## config.mk

```make
export PLATFORM = sky130hd
export DESIGN_NAME = hazard_ctrl
export DESIGN_NICKNAME = d
export VERILOG_FILES = /design/src/rtl/pipeline_pkg.sv /design/src/rtl/muldiv_stall_fsm.sv /design/src/rtl/hazard_ctrl.sv
export SDC_FILE = /design/constraint.sdc
export NUM_CORES = 1
export LEC_CHECK = 0
export CAP_MARGIN = 20
export CORE_MARGIN = 1
export CORE_UTILIZATION = 32
export CTS_BUF_LIST = sky130_fd_sc_hd__clkbuf_16
export DETAILED_ROUTE_END_ITERATION = 6
export PLACE_DENSITY = 0.95
export RECOVER_POWER = 50
export SLEW_MARGIN = 20
export SYNTH_ARGS = -nofsm -noshare
export SYNTH_HDL_FRONTEND = slang
export SYNTH_HIERARCHICAL = 1
export SYNTH_SLANG_ARGS = --single-unit
export TNS_END_PERCENT = 10
```

## constraint.sdc

```tcl
create_clock -name clk -period 4.65 [get_ports clk]
set_input_delay 0.93 -clock clk [delete_from_list [all_inputs] [get_ports clk]]
set_output_delay 0.93 -clock clk [all_outputs]
set_load 0.01 [all_outputs]
```

## src/rtl/pipeline_pkg.sv

```systemverilog
// -----------------------------------------------------------------------------
// pipeline_pkg
//   Shared types and constants for the 5-stage pipeline control blocks.
//   - muldiv_state_e : state of the mul/div EX-occupancy tracker
//   - REG_ZERO       : architectural $zero register number (never a hazard)
//   - MULDIV_LAT_MAX : largest supported mul/div latency (cycles in EX)
//   - reg_hit()      : "instruction reads register a and a equals d" test
// -----------------------------------------------------------------------------
package pipeline_pkg;

    typedef enum logic [1:0] {
        RUN  = 2'd0,
        BUSY = 2'd1,
        LAST = 2'd2
    } muldiv_state_e;

    localparam logic [4:0] REG_ZERO       = 5'd0;
    localparam int         MULDIV_LAT_MAX = 32;

    function automatic logic reg_hit(input logic       uses,
                                     input logic [4:0] src,
                                     input logic [4:0] dst);
        return uses && (src == dst);
    endfunction

endpackage

```

## src/rtl/muldiv_stall_fsm.sv

```systemverilog
// -----------------------------------------------------------------------------
// muldiv_stall_fsm
//   Tracks how long a mul/div instruction has been sitting in EX and tells the
//   hazard controller when to freeze the front end and when the result is
//   ready. A mul/div of latency MULDIV_LAT produces MULDIV_LAT-1 stall cycles
//   followed by one muldiv_done cycle, after which it leaves EX.
//
//   Parameters
//     MULDIV_LAT      cycles a mul/div occupies EX (legal 1..MULDIV_LAT_MAX)
//   Ports
//     clk             clock
//     reset           synchronous, active-low reset
//     ex_muldiv_i     EX holds a mult/multu/div/divu (sampled in RUN only)
//     muldiv_stall_o  freeze request for the front end this cycle
//     muldiv_done_o   mul/div result valid this cycle
//     state_o         current FSM state (debug visibility)
//
//   There is no handshake: ex_muldiv_i is a level sampled every cycle and
//   must be stable before the rising edge.
// -----------------------------------------------------------------------------
module muldiv_stall_fsm
    import pipeline_pkg::*;
#(
    parameter int MULDIV_LAT = 4
) (
    input  logic          clk,
    input  logic          reset,
    input  logic          ex_muldiv_i,
    output logic          muldiv_stall_o,
    output logic          muldiv_done_o,
    output muldiv_state_e state_o
);

    // BUSY counts down from here; RUN and LAST supply the other two cycles.
    localparam logic [4:0] CNT_INIT = (MULDIV_LAT >= 3) ? 5'(MULDIV_LAT - 3) : 5'd0;

    muldiv_state_e state_q, state_d;
    logic [4:0]    cnt_q, cnt_d;
    logic          stall_c, done_c;

    always_ff @(posedge clk) begin
        if (!reset) begin
            state_q <= RUN;
            cnt_q   <= 5'd0;
        end else begin
            state_q <= state_d;
            cnt_q   <= cnt_d;
        end
    end

    always_comb begin
        state_d = state_q;
        cnt_d   = cnt_q;
        stall_c = 1'b0;
        done_c  = 1'b0;
        case (state_q)
            RUN: begin
                if (ex_muldiv_i) begin
                    if (MULDIV_LAT == 1) begin
                        done_c = 1'b1;
                    end else if (MULDIV_LAT == 2) begin
                        stall_c = 1'b1;
                        state_d = LAST;
                    end else begin
                        stall_c = 1'b1;
                        state_d = BUSY;
                        cnt_d   = CNT_INIT;
                    end
                end
            end
            BUSY: begin
                stall_c = 1'b1;
                if (cnt_q == 5'd0) begin
                    state_d = LAST;
                end else begin
                    cnt_d = cnt_q - 5'd1;
                end
            end
            LAST: begin
                // The finishing instruction is still in EX; a new ex_muldiv
                // here belongs to it and must not retrigger.
                done_c  = 1'b1;
                state_d = RUN;
            end
            default: begin
                state_d = RUN;
            end
        endcase
    end

    // A state left over from before reset must not leak a stall or a done
    // while reset is held; the abandoned operation simply disappears.
    assign muldiv_stall_o = reset && stall_c;
    assign muldiv_done_o  = reset && done_c;
    assign state_o        = state_q;

endmodule

```

## src/rtl/hazard_ctrl.sv

```systemverilog
// -----------------------------------------------------------------------------
// hazard_ctrl
//   Central stall/flush controller of the 5-stage MIPS pipeline. Detects
//   load-use hazards, squashes wrong-path instructions on taken branches and
//   ID-resolved jumps, and freezes the front end while a multi-cycle mul/div
//   occupies EX. All controls are combinational from inputs and FSM state.
//
//   Priority, highest first: mul/div freeze, EX taken branch, load-use, jump.
//
//   Parameters
//     MULDIV_LAT       cycles a mul/div occupies EX (1..32, default 4)
//   Ports (inputs)
//     clk, reset       clock; synchronous active-low reset
//     id_rs_addr/id_rt_addr, id_uses_rs/id_uses_rt   ID operand usage
//     id_jump          ID holds j/jal/jr/jalr
//     ex_mem_read, ex_rt_addr                        EX load and destination
//     ex_branch_taken  branch in EX resolved taken
//     ex_muldiv        EX holds mult/multu/div/divu
//   Ports (outputs)
//     pc_wr_en, if_id_wr_en, id_ex_wr_en             register write enables
//     if_id_flush, id_ex_flush, ex_mem_flush         bubble insertion
//     muldiv_done      mul/div result valid
//     perf_stall, perf_flush, perf_muldiv            32-bit event counters
//     muldiv_state_o   mul/div FSM state (debug visibility)
//
//   Build option: HAZARD_PERF_EN enables the three wrapping event counters;
//   without it the counter ports are constant zero and no flops exist.
//
//   Inputs are plain levels with no handshake; they must be stable before
//   the rising edge.
// -----------------------------------------------------------------------------
module hazard_ctrl
    import pipeline_pkg::*;
#(
    parameter int MULDIV_LAT = 4
) (
    input  logic          clk,
    input  logic          reset,
    input  logic [4:0]    id_rs_addr,
    input  logic [4:0]    id_rt_addr,
    input  logic          id_uses_rs,
    input  logic          id_uses_rt,
    input  logic          id_jump,
    input  logic          ex_mem_read,
    input  logic [4:0]    ex_rt_addr,
    input  logic          ex_branch_taken,
    input  logic          ex_muldiv,
    output logic          pc_wr_en,
    output logic          if_id_wr_en,
    output logic          if_id_flush,
    output logic          id_ex_wr_en,
    output logic          id_ex_flush,
    output logic          ex_mem_flush,
    output logic          muldiv_done,
    output logic [31:0]   perf_stall,
    output logic [31:0]   perf_flush,
    output logic [31:0]   perf_muldiv,
    output muldiv_state_e muldiv_state_o
);

    logic muldiv_stall;
    logic load_use;

    muldiv_stall_fsm #(
        .MULDIV_LAT (MULDIV_LAT)
    ) u_muldiv_fsm (
        .clk            (clk),
        .reset          (reset),
        .ex_muldiv_i    (ex_muldiv),
        .muldiv_stall_o (muldiv_stall),
        .muldiv_done_o  (muldiv_done),
        .state_o        (muldiv_state_o)
    );

    // A load into $zero produces nothing to wait for.
    assign load_use = ex_mem_read && (ex_rt_addr != REG_ZERO) &&
                      (reg_hit(id_uses_rs, id_rs_addr, ex_rt_addr) ||
                       reg_hit(id_uses_rt, id_rt_addr, ex_rt_addr));

    always_comb begin
        pc_wr_en     = 1'b1;
        if_id_wr_en  = 1'b1;
        if_id_flush  = 1'b0;
        id_ex_wr_en  = 1'b1;
        id_ex_flush  = 1'b0;
        ex_mem_flush = 1'b0;
        if (!reset) begin
            // Enable and clear everything so the pipe fills with bubbles.
            if_id_flush  = 1'b1;
            id_ex_flush  = 1'b1;
            ex_mem_flush = 1'b1;
        end else if (muldiv_stall) begin
            // Hold IF/ID/EX and let bubbles drain into MEM.
            pc_wr_en     = 1'b0;
            if_id_wr_en  = 1'b0;
            id_ex_wr_en  = 1'b0;
            ex_mem_flush = 1'b1;
        end else if (ex_branch_taken) begin
            // Both younger instructions are wrong-path, including any jump
            // or load-use consumer in ID.
            if_id_flush  = 1'b1;
            id_ex_flush  = 1'b1;
        end else if (load_use) begin
            pc_wr_en     = 1'b0;
            if_id_wr_en  = 1'b0;
            id_ex_flush  = 1'b1;
        end else if (id_jump) begin
            // A jump stalled by load-use waits until its operand is ready.
            if_id_flush  = 1'b1;
        end
    end

`ifdef HAZARD_PERF_EN
    logic [31:0] perf_stall_q,  perf_stall_d;
    logic [31:0] perf_flush_q,  perf_flush_d;
    logic [31:0] perf_muldiv_q, perf_muldiv_d;
    logic        lu_stall_evt;

    // Only load-use stalls that actually win the priority are counted.
    assign lu_stall_evt = !muldiv_stall && !ex_branch_taken && load_use;

    always_comb begin
        perf_stall_d  = perf_stall_q  + {31'd0, lu_stall_evt};
        perf_flush_d  = perf_flush_q  + {31'd0, if_id_flush};
        perf_muldiv_d = perf_muldiv_q + {31'd0, muldiv_stall};
    end

    always_ff @(posedge clk) begin
        if (!reset) begin
            perf_stall_q  <= 32'd0;
            perf_flush_q  <= 32'd0;
            perf_muldiv_q <= 32'd0;
        end else begin
            perf_stall_q  <= perf_stall_d;
            perf_flush_q  <= perf_flush_d;
            perf_muldiv_q <= perf_muldiv_d;
        end
    end

    assign perf_stall  = perf_stall_q;
    assign perf_flush  = perf_flush_q;
    assign perf_muldiv = perf_muldiv_q;
`else
    assign perf_stall  = 32'd0;
    assign perf_flush  = 32'd0;
    assign perf_muldiv = 32'd0;
`endif

endmodule

```

== Word-level counts from Yosys, hierarchy flattened ==
Cells that the tools add are included.
Word-level totals
  bits in registers: 7
  latch bits: 0
  RAM bits: 0
  ROM bits: 0
  input bits: 23
  logic and storage cells: 49
  memories kept: 0
Cells by class
  add/subtract/negate cells: 1
  $mul: 0
  div/mod/pow operators: 0
  magnitude comparators: 0
  equality and inequality tests: 7
  shifts and indexed selects: 0
  mux-type cells: 26
  bitwise operators: 0
  reductions and logical operators: 13
Operators with widths (count)
  $mux W1: 19
  $eq A5 B5 Y1: 2
  $mux W5: 2
  $pmux W5 S2: 1
  $logic_and A1 B1 Y1: 6
  $logic_not A5 Y1: 1
  $reduce_bool A5 Y1: 1
  $sub A5 B1 Y5 const B: 1
  $mux W2: 2
  $ne A2 B2 Y1 const B: 2
  $pmux W2 S2: 1
  $reduce_and A3 Y1: 1
  $eq A2 B1 Y1 const B: 1
  $eq A2 B2 Y1 const B: 1
  $logic_not A2 Y1: 1
  $ne A2 B1 Y1 const B: 1
  $pmux W1 S2: 1
  $reduce_and A2 Y1: 1
  $reduce_bool A2 Y1: 1
  $logic_or A1 B1 Y1: 1

== Logic depth before layout (Yosys ltp) ==
  word-level depth: 8
  depth in mapped cells: 5
  mapped depth without buffers: 5

== By module ==
The synthesis kept the hierarchy.
Modules (own cells, without submodules)
  hazard_ctrl: times used 1, cells an instance 124, area each 913.4 um^2, sequential area each 0.0 um^2
  muldiv_stall_fsm: times used 1, cells an instance 39, area each 341.6 um^2, sequential area each 140.1 um^2

== Worst setup path before layout ==
Ideal clock, no wire load.
  path type: input -> output
  from: in ex_rt_addr[1]
  to: out pc_wr_en
  data arrival time: 2091 ps
  slack: 1629 ps
  stages on the path: 5
  path buffers: 1
  cell sequence: or4_1 -> o21ai_2 -> nor2_1 -> a21boi_1 -> buf_4
Between the ends
  word-level cells in the longest chain between the ends: 8
  elaborated cells on any way between the ends: 12
  those cells by class: eq/ne (2); mux (4); reduce/logical (6)
Ends and longest elaborated chain
  start, declared: line hazard_ctrl.sv:45  | input logic [4:0] ex_rt_addr,
  $eq A5 B5 Y1: line pipeline_pkg.sv:23  | return uses && (src == dst);
  $logic_and A1 B1 Y1: line pipeline_pkg.sv:23
  $logic_or A1 B1 Y1: line hazard_ctrl.sv:77  | (reg_hit(id_uses_rs, id_rs_addr, ex_rt_addr) ||
  $logic_and A1 B1 Y1 *: line hazard_ctrl.sv:76  | assign load_use = ex_mem_read && (ex_rt_addr != REG_ZERO) &&
  $mux W1 * (4 in a row)
  end, declared: line hazard_ctrl.sv:48  | output logic pc_wr_en,
Mark *: on every way between the ends. The rest lies on a longest branch, timed or not.

== Final worst setup path ==
  from: in ex_muldiv
  to: out if_id_flush
Between the ends
  word-level cells in the longest chain between the ends: 5
Ends and longest elaborated chain
  start, declared: line hazard_ctrl.sv:47  | input logic ex_muldiv,
  $mux W1: line muldiv_stall_fsm.sv:58  | if (ex_muldiv_i) begin
  $pmux W1 S2: line muldiv_stall_fsm.sv:56  | case (state_q)
  $logic_and A1 B1 Y1: line muldiv_stall_fsm.sv:93  | assign muldiv_stall_o = reset && stall_c;
  net muldiv_stall: line hazard_ctrl.sv:61  | logic muldiv_stall;
  $mux W1: line hazard_ctrl.sv:92  | end else if (muldiv_stall) begin
  $mux W1: line hazard_ctrl.sv:87  | if (!reset) begin
  end, declared: line hazard_ctrl.sv:50  | output logic if_id_flush,
The timed path passes the listed nets, and every way through them passes these cells.

==> results.json <==
{
  "fin_setup_tns_ns": 0,
  "clk_pin_slew_ns": 0.04,
  "ys_types": 30,
  "num_rows": 22,
  "worst-setup-path-type": "in2out",
  "wirelength_um": 1808,
  "cts_setup_buffers": 0,
  "grt_pass1_vias": 639,
  "multi_input_area_um2": 732.0,
  "grt_max_degree": 9,
  "via_count": 848,
  "nets": 221,
  "synth.most_common_cell": "buf_4",
  "max_freq_mhz": 254.0,
  "wl_per_cell_um": 7.410,
  "io_pins": 128,
  "die_area_um2": 4176,
  "htree_levels": 1,
  "coreArea_um2": 3716,
  "hold_class": "reg2reg",
  "clock-sinks": 7,
  "start_kind": "input pin",
  "drt_iter0_markers": 21,
  "grt_usage_pct": 7.823,
  "antenna_left": 0,
  "synth_seq_area_share_pct": 11.17,
  "gp_congestion": 0.8316,
  "synth-async-reset-ratio_pct": 0,
  "synthesis.area_um2": 1255,
  "p_per_area_nw_per_um2": 259.6,
  "synth_top_family_by_area": "buffers and inverters",
  "port_buffers": 31,
  "cap_violations": 0,
  "period_share_pct": 84.68,
  "hold_buffers": 0,
  "clk_latency_ns": 0.23,
  "vdd_drop_max_mv": 0.1332,
  "crit_arrival_ns": 3.01,
  "grt_overflow": 0,
  "yosys-top-cells-count": "buf_4, xnor2_1, dfxtp_1",
  "synthAdderAreaFrac_pct": 0.9970,
  "cts_tree": "yes",
  "yosys-top-cells-area": "buf_4, dfxtp_1, xnor2_1",
  "postCtsResizedCells": 0,
  "syn_inst": 163,
  "synth-edff-count": 0,
  "avgSynthCellArea_um2": 7.699,
  "grt_pass1_wl_um": 2587,
  "finish.utilization_pct": 35.86,
  "seqCellArea_um2": 140.1,
  "synth-simple-area-share_pct": 12.46,
  "fillerInstances": 400,
  "initial_core_util_pct": 33.77,
  "final_hold_viol_count": 0,
  "avgViaCountPerCell": 3.475,
  "antenna_found_initial": 0,
  "die_h_um": 64.63,
  "max-clock-path-buffers": 2,
  "crit_fanout": 7,
  "layout_min_cycle_time_ns": 3.938,
  "yosysWarnings": 6,
  "drive_gt1_share_pct": 3.571,
  "firstDrtPassIters": 3,
  "drc_errors": 0,
  "ys_ff_latch": 7,
  "netlist.area_leader.share_pct": 58.03,
  "rsz0062_at_grt": "no",
  "tightest_slew_ns": 0.5890,
  "drv_slew": 0,
  "total_power_uw": 345.9,
  "clock-root-buffer": "clkbuf_16",
  "place.detailed.hpwl_um": 1602,
  "status": "finished clean",
  "syn_to_final_growth_pct": 6.182,
  "die_x_um": 64.63,
  "synth_flop_cell": "dfxtp_1",
  "cts_buffers": 3,
  "skew_ns": 0.001480,
  "required_ns": 3.72,
  "max_slew_margin_pct": 60.63,
  "antenna_cells": 0,
  "synth_xor_area_share_pct": 6.979,
  "muxShareOfSynthArea_pct": 0,
  "setup_viol": 0,
  "crit_path_end_kind": "primary output",
  "power.leakage_uw": 0.0006591,
  "synth_compound_area_share_pct": 9.172,
  "synth_area_leader_cell": "buf_4"
}
-- per-layer routing --
metal	share of wire (%)	vias to the layer above	track usage [%]
met5	0	-	0
met4	0.44	0	0.8333
met3	11	2	2.289
met2	56	75	16.45
met1	32	368	7.474
li1	-	403	-
-- power breakdown --
group	internal (uW)	leakage, uW	switching (uW)	total (uW)
logic	54.4	0.000560	75.5	130
registers	66.8	0.0000572	7.36	74.1
clock network	112	0.0000423	30.3	142
total	233	0.000659	113	346
-- layout by cell type (no fill, tap or decap), types with 3 or more instances in the layout --
| cell type | instances |
|---|---|
| inv_1 | 4 |
| xnor2_1 | 10 |
| dfxtp_1 | 7 |
| clkbuf_16 | 3 |
| or4_1 | 3 |
| o21ai_0 | 3 |
| nand2_1 | 6 |
| nand2b_1 | 3 |
| dlygate4sd3_1 | 4 |
| conb_1 | 96 |
| a21oi_1 | 6 |
| nor2_1 | 4 |
| clkdlybuf4s50_1 | 27 |
-- state kept, by name, indices dropped and copies added (netlist names) --
name                  flops
u_muldiv_fsm/cnt_q        5
u_muldiv_fsm/state_o      2
-- path summary, 6_finish.rpt --
path,startpoint,slack (ns),to,depth (start not counted)
hold reg to reg,u_muldiv_fsm/cnt_q[4],0.45,u_muldiv_fsm/cnt_q[4],2
setup reg to reg,u_muldiv_fsm/cnt_q[0],3.08,u_muldiv_fsm/cnt_q[3],5
hold / removal,u_muldiv_fsm/cnt_q[4],0.45,u_muldiv_fsm/cnt_q[4],2
setup / recovery,ex_muldiv,0.71,if_id_flush,7
-- logic make-up after synthesis --
kind of cell,count (synthesis)
adder cells (fa/ha/maj),1
AO/OA/AOI/OAI,18
buffers and inverters,100
XOR/XNOR,10
other,1
flip-flops,7
AND/OR/NAND/NOR,26
-- stage by stage --
stage / cells / cell area [um2] / hold slack [ns] / worst slack (ns)
after floorplan: 258 / 1612 / 0.4270 / 1.629
after global placement: 240 / 1254 / 0.4348 / 0.7917
after detailed placement: 240 / 1254 / 0.4487 / 0.7651
after CTS: 244 / 1333 / 0.4535 / 0.7594
after global routing: 244 / 1333 / 0.4784 / 0.4946
final: 244 / 1333 / 0.4463 / 0.7123
-- critical path: stages --
cell             delay [ns]
dlygate4sd3_1          0.54
o21bai_1               0.42
nor2_1                 0.15
nand2_1                0.15
o21ai_0                0.11
a21oi_1                0.15
clkdlybuf4s50_1        0.55
-- cell type report --
cell class | instances | area share (%)
flip-flops and latches | 7 | 10.52
well taps | 48 | 4.507
clock buffers | 3 | 5.634
multi-input cells | 151 | 54.93
inverters | 3 | 0.8451
repair buffers | 31 | 23.29
clock inverters | 1 | 0.2817
(Power assumes the default switching activity.)
